`src/rtl/dc_error_pkg.sv`:
```
// Shared constants and types for the multi-channel DC-error accumulator.
package dc_error_pkg;

    localparam int unsigned DEF_IN_W     = 18;
    localparam int unsigned DEF_NCH      = 4;
    localparam int unsigned DEF_WIN_LOG2 = 10;
    localparam int unsigned DEF_ACC_W    = 38;

    // Channel-index width; a single channel still needs one bit.
    function automatic int unsigned ch_w(input int unsigned nch);
        return (nch <= 1) ? 32'd1 : 32'($clog2(nch));
    endfunction

    typedef logic signed [DEF_IN_W-1:0]  sample_t;
    typedef logic signed [DEF_ACC_W-1:0] sum_t;

endpackage

```
`src/rtl/dc_error_mc_if.sv`:
```
// Sample-in / window-result-out bundle of the DC-error accumulator.
interface dc_error_mc_if
    import dc_error_pkg::*;
#(
    parameter int unsigned IN_W  = DEF_IN_W,
    parameter int unsigned NCH   = DEF_NCH,
    parameter int unsigned ACC_W = DEF_ACC_W
);
    localparam int unsigned CH_W = ch_w(NCH);

    logic                    clk_en;
    logic                    clear_accum;
    logic [CH_W-1:0]         ch;
    logic signed [IN_W-1:0]  error;
    logic                    out_valid;
    logic [CH_W-1:0]         out_ch;
    logic signed [ACC_W-1:0] err_sum;
    logic signed [IN_W-1:0]  err_mean;
    logic                    chan_err;

    modport master (
        output clk_en, clear_accum, ch, error,
        input  out_valid, out_ch, err_sum, err_mean, chan_err
    );

    modport slave (
        input  clk_en, clear_accum, ch, error,
        output out_valid, out_ch, err_sum, err_mean, chan_err
    );

endinterface

```
`src/rtl/dc_err_round.sv`:
```
// Round-half-up mean of a window sum: add half an output LSB, arithmetic shift, truncate.
module dc_err_round
    import dc_error_pkg::*;
#(
    parameter int unsigned IN_W     = DEF_IN_W,
    parameter int unsigned WIN_LOG2 = DEF_WIN_LOG2,
    parameter int unsigned ACC_W    = DEF_ACC_W
) (
    input  logic signed [ACC_W-1:0] sum,
    output logic signed [IN_W-1:0]  mean_c
);

    localparam logic signed [ACC_W-1:0] HALF = ACC_W'(1) << (WIN_LOG2 - 1);

    logic signed [ACC_W-1:0] biased_c;
    logic signed [ACC_W-1:0] shifted_c;

    // Headroom of ACC_W >= IN_W+WIN_LOG2 keeps the bias add from wrapping.
    assign biased_c  = sum + HALF;
    assign shifted_c = biased_c >>> WIN_LOG2;
    assign mean_c    = IN_W'(shifted_c);

endmodule

```
`src/rtl/dc_error_mc.sv`:
```
// Multi-channel windowed DC-error accumulator: per-channel sums over 2^WIN_LOG2 samples,
// emitting the full sum and rounded mean at each window end.
module dc_error_mc
    import dc_error_pkg::*;
#(
    parameter int unsigned IN_W     = DEF_IN_W,
    parameter int unsigned NCH      = DEF_NCH,
    parameter int unsigned WIN_LOG2 = DEF_WIN_LOG2,
    parameter int unsigned ACC_W    = DEF_ACC_W
) (
    input  logic          clk,
    input  logic          reset,
    dc_error_mc_if.slave  bus
);

    localparam int unsigned CH_W = ch_w(NCH);

    if (ACC_W < IN_W + WIN_LOG2) begin : g_acc_w_check
        $error("dc_error_mc: ACC_W must be at least IN_W + WIN_LOG2");
    end
    if (WIN_LOG2 < 1 || NCH < 1) begin : g_param_check
        $error("dc_error_mc: WIN_LOG2 and NCH must be at least 1");
    end

    logic signed [ACC_W-1:0] acc_q [NCH];
    logic signed [ACC_W-1:0] acc_d [NCH];
    logic [WIN_LOG2-1:0]     cnt_q [NCH];
    logic [WIN_LOG2-1:0]     cnt_d [NCH];

    logic                    out_valid_q, out_valid_d;
    logic [CH_W-1:0]         out_ch_q,    out_ch_d;
    logic signed [ACC_W-1:0] err_sum_q,   err_sum_d;
    logic signed [IN_W-1:0]  err_mean_q,  err_mean_d;
    logic                    chan_err_q,  chan_err_d;

    logic                    ch_ok_c;
    logic signed [ACC_W-1:0] sel_acc_c;
    logic [WIN_LOG2-1:0]     sel_cnt_c;
    logic signed [ACC_W-1:0] sample_ext_c;
    logic signed [ACC_W-1:0] sum_c;
    logic                    last_c;
    logic signed [IN_W-1:0]  mean_c;

    assign ch_ok_c = 32'(bus.ch) < NCH;

    // Mux the addressed channel's state; out-of-range indices select nothing.
    always_comb begin
        sel_acc_c = '0;
        sel_cnt_c = '0;
        for (int c = 0; c < int'(NCH); c++) begin
            if (CH_W'(c) == bus.ch) begin
                sel_acc_c = acc_q[c];
                sel_cnt_c = cnt_q[c];
            end
        end
    end

    assign sample_ext_c = ACC_W'(bus.error);
    assign sum_c        = sel_acc_c + sample_ext_c;
    assign last_c       = &sel_cnt_c;

    dc_err_round #(
        .IN_W     (IN_W),
        .WIN_LOG2 (WIN_LOG2),
        .ACC_W    (ACC_W)
    ) u_round (
        .sum    (sum_c),
        .mean_c (mean_c)
    );

    // Next state: clear_accum outranks normal accumulation and restarts every window.
    always_comb begin
        acc_d       = acc_q;
        cnt_d       = cnt_q;
        out_valid_d = 1'b0;
        out_ch_d    = out_ch_q;
        err_sum_d   = err_sum_q;
        err_mean_d  = err_mean_q;
        chan_err_d  = chan_err_q;

        if (bus.clear_accum) begin
            chan_err_d = 1'b0;
            for (int c = 0; c < int'(NCH); c++) begin
                acc_d[c] = '0;
                cnt_d[c] = '0;
                if (bus.clk_en && ch_ok_c && CH_W'(c) == bus.ch) begin
                    acc_d[c] = sample_ext_c;
                    cnt_d[c] = WIN_LOG2'(1);
                end
            end
        end else if (bus.clk_en) begin
            if (!ch_ok_c) begin
                chan_err_d = 1'b1;
            end else begin
                for (int c = 0; c < int'(NCH); c++) begin
                    if (CH_W'(c) == bus.ch) begin
                        if (last_c) begin
                            acc_d[c] = '0;
                            cnt_d[c] = '0;
                        end else begin
                            acc_d[c] = sum_c;
                            cnt_d[c] = cnt_q[c] + WIN_LOG2'(1);
                        end
                    end
                end
                if (last_c) begin
                    out_valid_d = 1'b1;
                    out_ch_d    = bus.ch;
                    err_sum_d   = sum_c;
                    err_mean_d  = mean_c;
                end
            end
        end
    end

    always_ff @(posedge clk) begin
        if (reset) begin
            for (int c = 0; c < int'(NCH); c++) begin
                acc_q[c] <= '0;
                cnt_q[c] <= '0;
            end
            out_valid_q <= 1'b0;
            out_ch_q    <= '0;
            err_sum_q   <= '0;
            err_mean_q  <= '0;
            chan_err_q  <= 1'b0;
        end else begin
            acc_q       <= acc_d;
            cnt_q       <= cnt_d;
            out_valid_q <= out_valid_d;
            out_ch_q    <= out_ch_d;
            err_sum_q   <= err_sum_d;
            err_mean_q  <= err_mean_d;
            chan_err_q  <= chan_err_d;
        end
    end

    assign bus.out_valid = out_valid_q;
    assign bus.out_ch    = out_ch_q;
    assign bus.err_sum   = err_sum_q;
    assign bus.err_mean  = err_mean_q;
    assign bus.chan_err  = chan_err_q;

endmodule

```
`src/flat_wrapper.sv`:
```
// flat-port wrapper written by rule: the top's interface ports become plain ports
module dc_error_mc_flat import dc_error_pkg::*;
#(
    parameter int unsigned IN_W     = DEF_IN_W,
    parameter int unsigned NCH      = DEF_NCH,
    parameter int unsigned WIN_LOG2 = DEF_WIN_LOG2,
    parameter int unsigned ACC_W    = DEF_ACC_W
)
  (clk, reset, bus_clk_en, bus_clear_accum, bus_ch, bus_error, bus_out_valid, bus_out_ch, bus_err_sum, bus_err_mean, bus_chan_err);
  dc_error_mc_if #(.IN_W(IN_W), .NCH(NCH), .ACC_W(ACC_W)) bus_i ();
  input  logic clk;
  input  logic reset;
  input wire logic [$bits(bus_i.clk_en)-1:0] bus_clk_en;
  input wire logic [$bits(bus_i.clear_accum)-1:0] bus_clear_accum;
  input wire logic [$bits(bus_i.ch)-1:0] bus_ch;
  input wire logic [$bits(bus_i.error)-1:0] bus_error;
  output wire logic [$bits(bus_i.out_valid)-1:0] bus_out_valid;
  output wire logic [$bits(bus_i.out_ch)-1:0] bus_out_ch;
  output wire logic [$bits(bus_i.err_sum)-1:0] bus_err_sum;
  output wire logic [$bits(bus_i.err_mean)-1:0] bus_err_mean;
  output wire logic [$bits(bus_i.chan_err)-1:0] bus_chan_err;
  assign bus_i.clk_en = bus_clk_en;
  assign bus_i.clear_accum = bus_clear_accum;
  assign bus_i.ch = bus_ch;
  assign bus_i.error = bus_error;
  assign bus_out_valid = bus_i.out_valid;
  assign bus_out_ch = bus_i.out_ch;
  assign bus_err_sum = bus_i.err_sum;
  assign bus_err_mean = bus_i.err_mean;
  assign bus_chan_err = bus_i.chan_err;
  dc_error_mc #(.IN_W(IN_W), .NCH(NCH), .WIN_LOG2(WIN_LOG2), .ACC_W(ACC_W)) u_core (.clk(clk), .reset(reset), .bus(bus_i));
endmodule
```
`config.mk`:
```
export PLATFORM = sky130hd
export DESIGN_NAME = dc_error_mc_flat
export DESIGN_NICKNAME = d
export VERILOG_FILES = /design/src/rtl/dc_error_pkg.sv /design/src/rtl/dc_error_mc_if.sv /design/src/rtl/dc_err_round.sv /design/src/rtl/dc_error_mc.sv /design/src/flat_wrapper.sv
export SDC_FILE = /design/constraint.sdc
export NUM_CORES = 1
export LEC_CHECK = 0
export CORE_UTILIZATION = 50
export CTS_CLUSTER_SIZE = 24
export DETAILED_ROUTE_END_ITERATION = 8
export GPL_ROUTABILITY_DRIVEN = 1
export GPL_TIMING_DRIVEN = 0
export PLACE_DENSITY = 0.8
export RECOVER_POWER = 100
export SLEW_MARGIN = 5
export SYNTH_ARGS = -nofsm -noshare
export SYNTH_HDL_FRONTEND = slang
export SYNTH_SLANG_ARGS = --single-unit
```
`constraint.sdc`:
```
create_clock -name clk -period 5.15 [get_ports clk]
set_input_delay 0.515 -clock clk [delete_from_list [all_inputs] [get_ports clk]]
set_output_delay 0.515 -clock clk [all_outputs]
set_load 0.1 [all_outputs]
```
Word level (Yosys, flattened, before mapping)
Index checks and enable logic that the tools add are counted.

Bits of input ports: 24. Output and inout bits: 60. RAM bits: 0. Memories: 0. ROM bits: 0. Bits in latches: 0. Register bits: 251.

Shift-type cells: 0. Order comparisons: 0. Div/mod/pow operators: 0. Add/subtract/negate cells: 6. Equality and inequality tests: 3. Multipliers: 0. Bitwise gates (word level): 2. Reductions and logical operators: 17. Multiplexer cells: 34.

Operator list (number): 2-to-1 mux 38 bit (13); 2-to-1 mux 152 bit (2); 2-to-1 mux 10 bit (12); 2-to-1 mux 40 bit (2); adder 10 x 1 -> 10 bit (second input constant) (4); adder 38 x 18 -> 38 bit (1); adder 28 x 11 -> 28 bit (second input constant) (1); AND reduction 12 bit (1); AND reduction 10 bit (1); nonzero test 2 bit (5); AND reduction 2 bit (4); 2-to-1 mux 1 bit (5); == test 2 bit (first input constant) (2); logical AND 1 bit (4); OR reduction 3 bit (1); == test 1 x 2 -> 1 bit (first input constant) (1); logical NOT 2 bit (1); inverter 1 bit (2).

Logic depth before layout (Yosys ltp)
Word-level depth: 10. Gate-level depth with buffers: 17. Mapped depth without buffers: 13.

Cells and area by module
Synthesis repeated with hierarchy kept, for this count alone.

Cell total of the unflattened synthesis: 1664. Area total of the unflattened synthesis: 13774.5 um2.

Modules (own cells, without submodules): dc_error_mc (cells each 1618, area an instance 13429.1 um2, times used 1); dc_err_round (cells each 46, area an instance 345.3 um2, times used 1).

Worst setup path after synthesis
OpenSTA, ideal clock, no wires.

Kind: in2reg. Start point: input port bus_ch[0]. End point: register u_core.err_mean_q[17], in the netlist u_core.bus.err_mean[17]. Slack: 0.138 ns. Data required time: 5.059 ns. Cell stages on the path: 15. Path buffers: 3. Library setup time: 0.091 ns. Arrival: 4.921 ns. Cell sequence: clkbuf_1 -> clkbuf_1 -> clkbuf_1 -> mux4_2 -> ha_1 -> fa_1 -> a21o_1 -> a22o_2 -> o31a_2 -> a31oi_1 -> xor2_1 -> nor4_2 -> o2111ai_2 -> or4_1 -> a311oi_1.

Longest elaborated chain between the ends: 7.

Ends and longest elaborated chain: start: declaration (RTL line flat_wrapper.sv:15) `input wire logic [$bits(bus_i.ch)-1:0] bus_ch;`; logical NOT 2 bit (RTL line dc_error_mc.sv:51) `if (CH_W'(c) == bus.ch) begin`; 2-to-1 mux 38 bit (4 in series) (RTL line dc_error_mc.sv:51); adder 38 x 18 -> 38 bit (RTL line dc_error_mc.sv:59) `assign sum_c = sel_acc_c + sample_ext_c;`; adder 28 x 11 -> 28 bit (RTL line dc_err_round.sv:19) `assign biased_c = sum + HALF;`; end signal: assignment (RTL line dc_error_mc.sv:133) `err_mean_q <= err_mean_d;`; end: declaration (RTL line dc_error_mc.sv:33) `logic signed [IN_W-1:0] err_mean_q, err_mean_d;`.

Parallel ways exist; a longest one is shown, timed or not. A chain may end at the register's enable or synchronous reset.

Final worst setup path
Start point: input port bus_ch[1]. End point: register u_core.err_mean_q[17], in the netlist u_core.bus.err_mean[17].

Same word-level chain as after synthesis.

==> results.sh <==
export IMPL_h_tree_depth=1
export IMPL_tightest_slew_ns=1.33
export IMPL_fin_crit_sh=0.969
export IMPL_ys_async_sr_fraction=0
export IMPL_initial_core_util=0.509
export IMPL_layout_common_cells="dfxtp_1 (251), nor2_1 (246), a21oi_1 (175), nand2_1 (164), clkbuf_1 (106)"
export IMPL_synthesis_area_um2=13700
export IMPL_drc=0
export IMPL_power_density_nw_per_um2=316
export IMPL_yosysWarnings=0
export IMPL_hpwl_um=32900
export IMPL_ys_ff_latch=251
export IMPL_die_width_um=168
export IMPL_placement_io_buffers=82
export IMPL_drtPass1Iterations=8
export IMPL_dp_worst_setup_slack_ns=-1.79
export IMPL_placementRows=60
export IMPL_status="finished clean"
export IMPL_numCtsBuffers=28
export IMPL_arrival_ns=5.45
export IMPL_setup_viol=0
export IMPL_num_nets_final=1848
export IMPL_vias=13900
export IMPL_path_max_fanout=10
export IMPL_detail_route_antenna_nets=0
export IMPL_drtIter0Drc=1665
export IMPL_cp_required_ns=5.61
export IMPL_fin_tns_setup_ns=0
export IMPL_coreArea_um2=27000
export IMPL_r2r_slack_ns=0.92
export IMPL_num_io_pins=84
export IMPL_cts_tree="yes"
export IMPL_p_leak_nw=5.98
export IMPL_wirelength_um=45500
export IMPL_die_h_um=168
export IMPL_max_freq_mhz=200
export IMPL_synthCells=1664
export IMPL_seq_area_um2=5020
export IMPL_via_per_inst=6.49
export IMPL_setup_worst_path_class="input pin to flop"
export IMPL_hold_start="u_core.bus.err_sum[16]"
export IMPL_grt_use_total=0.316
export IMPL_synth_edff_count=0
export IMPL_areaGrowthSynthToFinish_pct=17.2
export IMPL_reg2reg_from="u_core.acc_q[0]"
export IMPL_hold_viol_final=0
export IMPL_timing_hold_ws_ns=0.447
export IMPL_clk_path_buf_depth=3
export IMPL_wire_per_inst_um=21.3
export IMPL_grt_ovfl_total=0
export IMPL_worst_setup_path_start_kind="input pin"
export IMPL_grt_pass1_wl_um=70300
export IMPL_r2r_end="u_core.bus.err_mean[17]"
export IMPL_ys_dominant_reg_cell="dfxtp_1"
export IMPL_grt_max_degree=24
export IMPL_reg2regPathDepth=12
export IMPL_grt_pass1_vias=13100
export IMPL_die_area_um2=28100
export IMPL_multi_input_area_um2=8260
export IMPL_final_layout_size_suffix_gt1_frac=0.0850
export IMPL_hold_class="flop to flop"
export IMPL_hold_path_depth=2
export IMPL_syn_nets=1732
export IMPL_slew_headroom=0.107
export IMPL_clkTransAtPathRegs_ns=0.06
export IMPL_ys_seq_area_frac=0.366
export IMPL_period_minus_slack_ns=4.99
export IMPL_clock_skew_ns=0.0145
export IMPL_critPathSlowestCell="clkdlybuf4s50_1"
export IMPL_ir_drop_mv=0.228
export IMPL_critPathMaxStageDelay_ns=0.55
export IMPL_place_gp_congestion=0.922
export IMPL_final_common_cell="dfxtp_1"
export IMPL_syn_area_per_cell_um2=8.24
export IMPL_finalMaxSlewViolations=0
export IMPL_clk_latency_ns=0.56
export IMPL_whs_endpoint="u_core.bus.err_sum[16]"
export IMPL_holdBufCountCts=0
export IMPL_worst_slack_ns=0.159
export IMPL_cts_sinks=251
export IMPL_crit_chain="clkdlybuf4s50_1, clkbuf_4, buf_6, mux4_2, ha_1, fa_1, a21o_1, a221oi_4, o211ai_2, a32oi_4, nand4_4, nor4_4, o2111ai_4, or4_1, a311oi_1"
export IMPL_synth_cell_types=82
export IMPL_root_buffer="clkbuf_16"
export IMPL_drv_cap=0
export IMPL_grt_antenna_before_repair=1
export IMPL_diodes=0
export IMPL_end_kind="flop"
export IMPL_nFillCells=2288
critical path, delay by kind of cell:
kind | cells | cell delay (ns)
buf+inv | 3 | 1.03
mux | 1 | 0.53
simple gates | 3 | 1.11
fa+ha+maj | 2 | 0.69
compound gates | 6 | 1.57
synth_stat cells, types with 3 or more instances:
cell,instances,share of area
or2_2,6,0.0027
nor3_1,27,0.0099
nand4b_1,6,0.0038
a221o_1,3,0.0022
nor2b_1,5,0.0023
and3_1,21,0.0096
nor2_1,246,0.067
or3_1,10,0.0046
a31oi_1,14,0.0064
nand4_1,22,0.010
xor2_1,15,0.0096
or4_1,3,0.0016
nand3b_1,7,0.0038
o211ai_1,13,0.0071
ha_1,43,0.039
a21o_1,15,0.0082
and2_1,7,0.0032
mux2i_1,4,0.0029
clkbuf_1,103,0.028
buf_1,12,0.0033
o31ai_1,15,0.0082
o21ai_1,3,0.0011
o211a_1,3,0.0022
nand2b_1,11,0.0050
o21a_1,7,0.0038
a21oi_1,177,0.065
nor4b_1,5,0.0032
a22o_1,4,0.0026
buf_4,3,0.0016
o21bai_1,8,0.0044
a211oi_1,97,0.053
a211oi_2,3,0.0027
a41oi_1,4,0.0026
inv_1,16,0.0044
buf_2,5,0.0018
xnor2_1,20,0.013
nand2_1,164,0.045
mux4_2,38,0.062
dfxtp_1,251,0.37
nand3_1,54,0.020
nor3b_1,74,0.041
a311oi_1,5,0.0032
o21ai_0,58,0.021
nor4_1,13,0.0059
flip-flops by register name, summed over array words and instances (netlist names):
name,cells
u_core.acc_q,152
u_core.bus.err_mean,18
u_core.bus.err_sum,38
u_core.bus.out_ch,2
u_core.bus.out_valid,1
u_core.cnt_q,40
through the flow:
| step | cell area, µm² | utilization | power [mW] | std cells |
|---|---|---|---|---|
| CTS | 16000 | 0.592 | 5.03 | 2136 |
| detailed placement | 15000 | 0.555 | 3.05 | 2087 |
| global route | 16100 | 0.596 | 5.23 | 2140 |
| global placement | 15000 | 0.555 | 3.02 | 2087 |
| floorplan | 13700 | - | 2.77 | 1664 |
| finish | 16100 | 0.596 | 5.08 | 2140 |
routing by layer:
layer | global-route usage | share of wire | wire [µm] | up-vias
met5 | 0 | 0 | 0 | -
met4 | 0.168 | 0.048 | 2190 | 0
met3 | 0.0563 | 0.11 | 4810 | 162
met2 | 0.509 | 0.45 | 20700 | 836
met1 | 0.404 | 0.39 | 17800 | 6595
li1 | - | - | - | 6290
logic make-up (layout without fill, tap and decap cells):
logic type	Yosys count	in the layout	synth area share
buffers and inverters	141	276	0.0401
AND/OR/NAND/NOR	693	693	0.247
flip-flops	251	251	0.366
other	1	1	0.000273
AO/OA/AOI/OAI	457	457	0.218
multiplexers	42	42	0.0653
XOR/XNOR	35	35	0.0224
adder cells (fa/ha/maj)	44	44	0.0407
what timing repair did:
item / 4_1_cts / 5_1_grt
gates cloned: 0 / 0
endpoints found under the setup margin: 143 / 38
gates resized for setup: 37 / 16
setup buffers: 0 / 4
pin swaps: 0 / 2
endpoints found under the hold margin: 0 / 0
layout make-up:
class / instances / area share
multi-input cells: 1272 / 0.514
repair buffers: 86 / 0.0531
plain buffers: 125 / 0.0331
inverters: 16 / 0.00374
clock buffers: 36 / 0.0487
flip-flops and latches: 251 / 0.313
clock inverters: 13 / 0.00802
well taps: 341 / 0.0266
worst max path at each step:
stage / from / endpoint / slack [ns]
floorplan: bus_ch[0] / u_core.bus.err_mean[17] / 0.14
global placement: bus_ch[0] / u_core.bus.err_mean[17] / -1.71
detailed placement: bus_ch[0] / u_core.bus.err_mean[12] / -1.79
CTS: bus_ch[0] / u_core.bus.err_mean[17] / -0.05
global route: bus_ch[1] / u_core.bus.err_mean[17] / -0.04
finish: bus_ch[1] / u_core.bus.err_mean[17] / 0.16
where the power goes:
part	switching [mW]	internal, mW
registers	0.0433	2.03
logic	0.657	0.348
clock network	0.836	1.17
total	1.54	3.54
No activity file was read; power rests on OpenSTA's default activity.
